--- src/rtl/detector_jogada_if.sv ---
// Bus bundle between the game controller and the play detector.
// Raw buttons and control go in; the accepted play and its status pulses come out.
interface detector_jogada_if;
    logic       enable;
    logic       limpa;
    logic [3:0] botoes;
    logic [3:0] jogada;
    logic       tem_jogada;
    logic       multipla;
    logic [2:0] db_estado;

    modport master (
        output enable, limpa, botoes,
        input  jogada, tem_jogada, multipla, db_estado
    );

    modport slave (
        input  enable, limpa, botoes,
        output jogada, tem_jogada, multipla, db_estado
    );
endinterface

--- src/rtl/detector_jogada.sv ---
// Button conditioning for the game: synchronise, debounce press and release,
// accept exactly one pressed button per play and flag multiple presses.
module detector_jogada #(
    parameter int DEBOUNCE = 3,
    parameter int CNT_W    = 4
) (
    input  logic              clock,
    input  logic              reset,
    detector_jogada_if.slave  bus
);

    typedef enum logic [2:0] {
        OCIOSO = 3'd0,
        FILTRA = 3'd1,
        VALIDO = 3'd2,
        MULTI  = 3'd3,
        SOLTA  = 3'd4
    } estado_t;

    localparam logic [CNT_W-1:0] CNT_MAX = CNT_W'(DEBOUNCE - 1);

    estado_t          estado_q, estado_d;
    logic [3:0]       sync1_q, sync2_q;
    logic [3:0]       cap_q, cap_d;
    logic [CNT_W-1:0] cnt_q, cnt_d;
    logic [3:0]       jogada_q, jogada_d;
    logic [3:0]       bs;
    logic             capOneHot;

    assign bs        = sync2_q;
    assign capOneHot = (cap_q != 4'b0000) && ((cap_q & (cap_q - 4'd1)) == 4'b0000);

    always_ff @(posedge clock or negedge reset) begin
        if (!reset) begin
            sync1_q  <= 4'b0000;
            sync2_q  <= 4'b0000;
            estado_q <= OCIOSO;
            cap_q    <= 4'b0000;
            cnt_q    <= '0;
            jogada_q <= 4'b0000;
        end else begin
            sync1_q  <= bus.botoes;
            sync2_q  <= sync1_q;
            estado_q <= estado_d;
            cap_q    <= cap_d;
            cnt_q    <= cnt_d;
            jogada_q <= jogada_d;
        end
    end

    // limpa clears jogada unless a new play is accepted on the same edge.
    always_comb begin
        estado_d = estado_q;
        cap_d    = cap_q;
        cnt_d    = cnt_q;
        jogada_d = bus.limpa ? 4'b0000 : jogada_q;

        case (estado_q)
            OCIOSO: begin
                if (bs != 4'b0000) begin
                    cnt_d = '0;
                    if (bus.enable) begin
                        estado_d = FILTRA;
                        cap_d    = bs;
                    end else begin
                        estado_d = SOLTA;
                    end
                end
            end
            FILTRA: begin
                if (!bus.enable) begin
                    estado_d = SOLTA;
                    cnt_d    = '0;
                end else if (bs == 4'b0000) begin
                    estado_d = OCIOSO;
                end else if (bs != cap_q) begin
                    cap_d = bs;
                    cnt_d = '0;
                end else if (cnt_q < CNT_MAX) begin
                    cnt_d = cnt_q + 1'b1;
                end else if (capOneHot) begin
                    estado_d = VALIDO;
                    jogada_d = cap_q;
                end else begin
                    estado_d = MULTI;
                end
            end
            VALIDO, MULTI: begin
                estado_d = SOLTA;
                cnt_d    = '0;
            end
            SOLTA: begin
                if (bs != 4'b0000) begin
                    cnt_d = '0;
                end else if (cnt_q >= CNT_MAX) begin
                    estado_d = OCIOSO;
                    cnt_d    = '0;
                end else begin
                    cnt_d = cnt_q + 1'b1;
                end
            end
            default: begin
                estado_d = OCIOSO;
                cnt_d    = '0;
            end
        endcase
    end

    assign bus.jogada     = jogada_q;
    assign bus.tem_jogada = (estado_q == VALIDO);
    assign bus.multipla   = (estado_q == MULTI);
    assign bus.db_estado  = estado_q;

endmodule

--- src/flat_wrapper.sv ---
// flat-port wrapper written by rule: the top's interface ports become plain ports
module detector_jogada_flat 
#(
    parameter int DEBOUNCE = 3,
    parameter int CNT_W    = 4
)
  (clock, reset, bus_enable, bus_limpa, bus_botoes, bus_jogada, bus_tem_jogada, bus_multipla, bus_db_estado);
  detector_jogada_if bus_i ();
  input  logic clock;
  input  logic reset;
  input wire logic [$bits(bus_i.enable)-1:0] bus_enable;
  input wire logic [$bits(bus_i.limpa)-1:0] bus_limpa;
  input wire logic [$bits(bus_i.botoes)-1:0] bus_botoes;
  output wire logic [$bits(bus_i.jogada)-1:0] bus_jogada;
  output wire logic [$bits(bus_i.tem_jogada)-1:0] bus_tem_jogada;
  output wire logic [$bits(bus_i.multipla)-1:0] bus_multipla;
  output wire logic [$bits(bus_i.db_estado)-1:0] bus_db_estado;
  assign bus_i.enable = bus_enable;
  assign bus_i.limpa = bus_limpa;
  assign bus_i.botoes = bus_botoes;
  assign bus_jogada = bus_i.jogada;
  assign bus_tem_jogada = bus_i.tem_jogada;
  assign bus_multipla = bus_i.multipla;
  assign bus_db_estado = bus_i.db_estado;
  detector_jogada #(.DEBOUNCE(DEBOUNCE), .CNT_W(CNT_W)) u_core (.clock(clock), .reset(reset), .bus(bus_i));
endmodule
--- config.mk ---
export PLATFORM = sky130hd
export DESIGN_NAME = detector_jogada_flat
export DESIGN_NICKNAME = d
export VERILOG_FILES = /design/src/rtl/detector_jogada_if.sv /design/src/rtl/detector_jogada.sv /design/src/flat_wrapper.sv
export SDC_FILE = /design/constraint.sdc
export NUM_CORES = 1
export LEC_CHECK = 0
export CORE_ASPECT_RATIO = 0.6
export CORE_UTILIZATION = 40
export DETAILED_ROUTE_END_ITERATION = 10
export SYNTH_ARGS = -nofsm -noshare
export SYNTH_HDL_FRONTEND = slang
export SYNTH_SLANG_ARGS = --single-unit
export TNS_END_PERCENT = 10
--- constraint.sdc ---
create_clock -name clock -period 2 [get_ports clock]
set_input_delay 0.6 -clock clock [delete_from_list [all_inputs] [get_ports clock]]
set_output_delay 0.6 -clock clock [all_outputs]
set_load 0.01 [all_outputs]
* After elaboration in Yosys (flattened, before gate mapping)
Index checks and enable logic that the tools add are counted.
Operators by class: reduce and logical (&&, ||, !) cells 11, bitwise gates (word level) 1, order comparisons 2, $add $sub $neg 2, muxes and demuxes 31, eq/ne operators 16
Operators by type and width (number):
- 4-bit 2-to-1 mux | 19
- 3-bit 2-to-1 mux | 8
- 3-bit one-hot mux with 4 select lines | 1
- 4-bit one-hot mux with 3 select lines | 1
- 4-bit logical NOT | 2
- 2-bit inequality test, second input constant | 4
- 4-bit by 3-bit inequality test with 1-bit output, second input constant | 2
- 4-bit one-hot mux with 2 select lines | 1
- 4-bit nonzero test | 2
- 3-bit by 2-bit == test with 1-bit output, second input constant | 2
- 2-bit by 1-bit inequality test with 1-bit output, second input constant | 3
- 6-bit AND reduction | 1
- 5-bit AND reduction | 1
- 4-bit by 1-bit adder with 4-bit output, second input constant | 1
- 4-bit bitwise AND | 1
- 4-bit by 2-bit >= comparator with 1-bit output, second input constant | 1
- 4-bit by 2-bit less-than comparator with 1-bit output, second input constant | 1
- 4-bit by 2-bit inequality test with 1-bit output, second input constant | 1
- 4-bit inequality test | 1
- 4-bit by 1-bit subtractor with 4-bit output, second input constant | 1
- 3-bit by 1-bit == test with 1-bit output, second input constant | 1
- 3-bit == test, second input constant | 1
- 3-bit logical NOT | 1
- 3-bit inequality test, second input constant | 1
- other kinds (5) | 5
Storage, ports and cells: register bits after elaboration 23, output and inout port bits 9, input bits 8

* Logic depth before layout (Yosys ltp)
depth in word-level cells 10, mapped depth 7

* Least setup slack after synthesis
No wires, ideal clock.
path type register to register, start point register u_core.estado_q[1] (netlist: u_core.bus.db_estado[1]), end point register u_core.jogada_q[0] (netlist: u_core.bus.jogada[0]), path buffers 0, data arrival time 1506 ps, stages on the path, launching flop included 5, library setup time 128 ps, period minus slack after synthesis 1633 ps, path slack 367 ps, cell sequence dfrtp_1 > nand4bb_2 > nor2_8 > nand4b_4 > mux2_1
On the way: cells in the longest elaborated chain, start to end 2
RTL lines:
- start, declared | line detector_jogada.sv:22 | estado_t estado_q, estado_d;
- start signal, assigned | line detector_jogada.sv:44 | estado_q <= estado_d;
- 3-bit by 1-bit == test with 1-bit output | line detector_jogada.sv:58 | case (estado_q)
- 4-bit 2-to-1 mux | line detector_jogada.sv:58
- via u_core.jogada_d[0] | line detector_jogada.sv:26 | logic [3:0] jogada_q, jogada_d;
- end signal, assigned | line detector_jogada.sv:47 | jogada_q <= jogada_d;
- end, declared | line detector_jogada.sv:26
The timed path passes the listed nets, and every way through them passes these cells. A chain may end at the register's enable or synchronous reset.

* Final worst setup path
start point input bus_enable, end point register u_core.cnt_q[3]
On the way: cells in the longest elaborated chain, start to end 2, elaborated cells on any way between the ends 5
RTL lines:
- start, declared | line flat_wrapper.sv:11 | input wire logic [$bits(bus_i.enable)-1:0] bus_enable;
- 4-bit by 2-bit inequality test with 1-bit output (no line), or another cell as far along
- 3-bit AND reduction (no line) or 4-bit one-hot mux with 3 select lines (tied branches)
- end signal, assigned | line detector_jogada.sv:46 | cnt_q <= cnt_d;
- end, declared | line detector_jogada.sv:25 | logic [CNT_W-1:0] cnt_q, cnt_d;
Several ways; a longest one is shown, not always the timed one.

==> results by group <==
Drt
  – Pre-antenna DRT Iters: 4
  – Detailed Route Iter0 Violations: 63
  – Drt via density: 5.461
  – Routed via count: 830
  – DRC: 0
  – Drt total wl: 2.159 mm
  – Routed len/inst: 14.20 um
  – Routed Antenna Nets: 0

Clock tree
  – Clk slew on worst S/H paths: 80 ps
  – Root Driver: clkbuf_8
  – Post-CTS setup buffers: 0
  – CTS H-Tree Depth: 1
  – TritonCTS clock tree: yes
  – Clock buffer depth: 2
  – Clock Latency Late Sink: 270 ps
  – CTS Buf Count: 3
  – # clock sinks: 23

Pwr
  – Leakage: 0.7068 nW
  – Power Density: 1004 nW/um2
  – Total Power Consumption: 1.496 mW
  – Worst ir drop on vdd: 0.0004799 V

Setup path
  – Launch point of the worst reg-to-reg path: u_core.cnt_q[0]
  – Worst R2R End: u_core.cnt_q[1]
  – CP max stage cell: clkdlybuf4s50_1
  – Worst path required time: 2160 ps
  – Critical Path Most Common Cell: buf_4
  – R2R cell count: 6
  – Worst path cell trace: clkdlybuf4s50_1 -> o21ai_0 -> buf_4 -> o32ai_4 -> buf_4 -> o32a_1
  – Worst Path Class, Setup: input port to flop
  – CP Max Fanout: 4
  – CP endpoint kind: flop
  – Largest stage delay on the critical path: 500 ps
  – WP data arrival: 2050 ps
  – Reg2reg setup slack: 290 ps
  – Startpoint types: input port
  – Buf/Inv on CP: 3
  – Largest delay share family, worst path: buffers and inverters

Worst hold path
  – Hold path depth: 0
  – Min-delay src: u_core.sync1_q[0]
  – HP Class: flop to flop
  – Hold Path Sink: u_core.bs[0]

Final layout
  – Share of cells above drive strength 1: 0.2250
  – Commonest cells after routing, fill and taps aside: dfrtp_1, clkdlybuf4s50_1, buf_4
  – Nets: 131
  – Synth-to-Final Area Change: 28.34%
  – Commonest non-fill, non-tap cell in the layout: dfrtp_1
  – Finished layout cell area: 1490 um2
  – Ant diodes: 0

STA
  – Final min period: 1895 ps
  – Rel. slew slack: 0.6976
  – Tcrit/Tclk final: 0.9475
  – Setup TNS: 0 ps
  – RSZ-0062 raised after global routing: false
  – Final setup margin: 105.0 ps
  – Clk_skew: 3.887 ps
  – Final Slew Violations: 0
  – Final setup violation count: 0
  – Worst-Margin Slew: 451.1 ps
  – Max frequency: 0.5277 GHz
  – Final hold violations: 0

Placement
  – RePlAce Congestion: 0.7785
  – Post-Place Worst Slack: -217.1 ps
  – IO Port Bufs: 16
  – Placement Cell Area: 1429 um2
  – Dpl hpwl: 1.580 mm

Logic synthesis
  – Average size of a mapped cell: 12.76 um2
  – Yosys warns: 0
  – Ys flop type: dfrtp_1
  – Netlist cell types: 37
  – Cell Area, Synth: 1161 um2
  – Yosys reg bits: 23
  – EDFF count, synth: 0
  – Mapped Cells: 91
  – Synth Net Count: 101
  – Synth async-reset ratio: 1.000
  – Post-synthesis sequential area ratio: 0.4957

Die
  – # rows: 14
  – # IOs: 17
  – Die width: 71.56 um
  – Height of the die: 43.74 um
  – Die area: 3129 um2
  – Core Area: 2628 um2
  – Initial Util: 0.4419

GRT
  – Total gr overflow: 0
  – Largest net degree at the start of global routing: 24
  – Vias in the first global route: 796
  – Initial antenna violation count: 0
  – Global Route Usage Sum: 0.1653
  – First-pass GRT wire length: 3.760 mm

Outcome
  – Status: complete, no violations

Run
  – MaxCap Viol Count: 0
-- layer usage --
| layer | up-vias | part of all wire | global-route usage |
|---|---|---|---|
| met2 | 23 | 0.40 | 0.2438 |
| met3 | 5 | 0.049 | 0.05814 |
| met1 | 397 | 0.54 | 0.2281 |
| li1 | 405 | - | - |
| met4 | 0 | 0.011 | 0.05882 |
| met5 | - | 0 | 0 |
-- worst max path at each step --
stage | slack, ps | endpoint | cells past startpoint | startpoint
2_1_floorplan | 370 | u_core.bus.jogada[0] | 4 | u_core.bus.db_estado[1]
3_3_place_gp | -190 | u_core.bus.jogada[1] | 5 | bus_enable
3_5_place_dp | -220 | u_core.bus.jogada[0] | 5 | bus_enable
4_1_cts | 70 | bus_db_estado[0] | 2 | u_core.bus.db_estado[0]
5_1_grt | 50 | bus_multipla | 3 | u_core.bus.db_estado[0]
6_report | 100 | u_core.cnt_q[3] | 6 | bus_enable
-- layout make-up --
type | count | area (um2)
clock buffer | 3 | 41.29
clock inverter | 1 | 7.507
fill | 220 | 1137
inverter | 3 | 11.26
multi-input combinational | 65 | 585.6
sequential | 23 | 576.8
tap | 32 | 40.04
timing repair buffer | 25 | 227.7
-- logic make-up (layout without fill, tap and decap cells) --
group,Yosys count,after routing,share of synthesized area
adders and majority gates,2,2,0.02155
buffers and inverters,3,32,0.009698
AOI/OAI and AO/OA,23,23,0.1562
and+or+nand+nor,31,31,0.2177
DFF,23,23,0.4957
xor gates and xnor gates,5,5,0.05712
muxes,4,4,0.04202
-- metrics by stage --
stage               instances  hold slack, ps    util
floorplan                  91           304.4       -
global placement          148           334.3  0.5438
detailed placement        148           334.7  0.5438
CTS                       152           354.9  0.5619
global route              152           363.0  0.5671
finish                    152           353.4  0.5671
-- cell usage after synthesis, drive strengths merged, types with 2 or more instances --
master	number	share of area
dfrtp	23	0.50
o21ai	7	0.030
nor2	5	0.030
nor2b	5	0.027
xnor2	5	0.057
a22o	4	0.030
mux2	4	0.042
nand2	4	0.013
inv	3	0.0097
nor4	3	0.022
a21oi	2	0.0086
a31oi	2	0.011
ha	2	0.022
nor3	2	0.013
nor3b	2	0.013
o31ai	2	0.013
o32a	2	0.017
or3b	2	0.015
-- sequential cells by signal (all words and copies together) (netlist names) --
signal                count
u_core.bs                 4
u_core.bus.jogada         4
u_core.cap_q              4
u_core.cnt_q              4
u_core.sync1_q            4
u_core.bus.db_estado      3
-- power breakdown --
part | switching, mW | total (mW) | internal (mW)
sequential | 0.106 | 0.641 | 0.534
combinational | 0.255 | 0.558 | 0.304
clock | 0.156 | 0.297 | 0.141
-- timing repair --
item | CTS | global route
hold buffers | 0 | 0
setup endpoints to repair | 2 | 2
resized for setup | 3 | 2
Note: power is estimated with default switching activity, not from simulation.
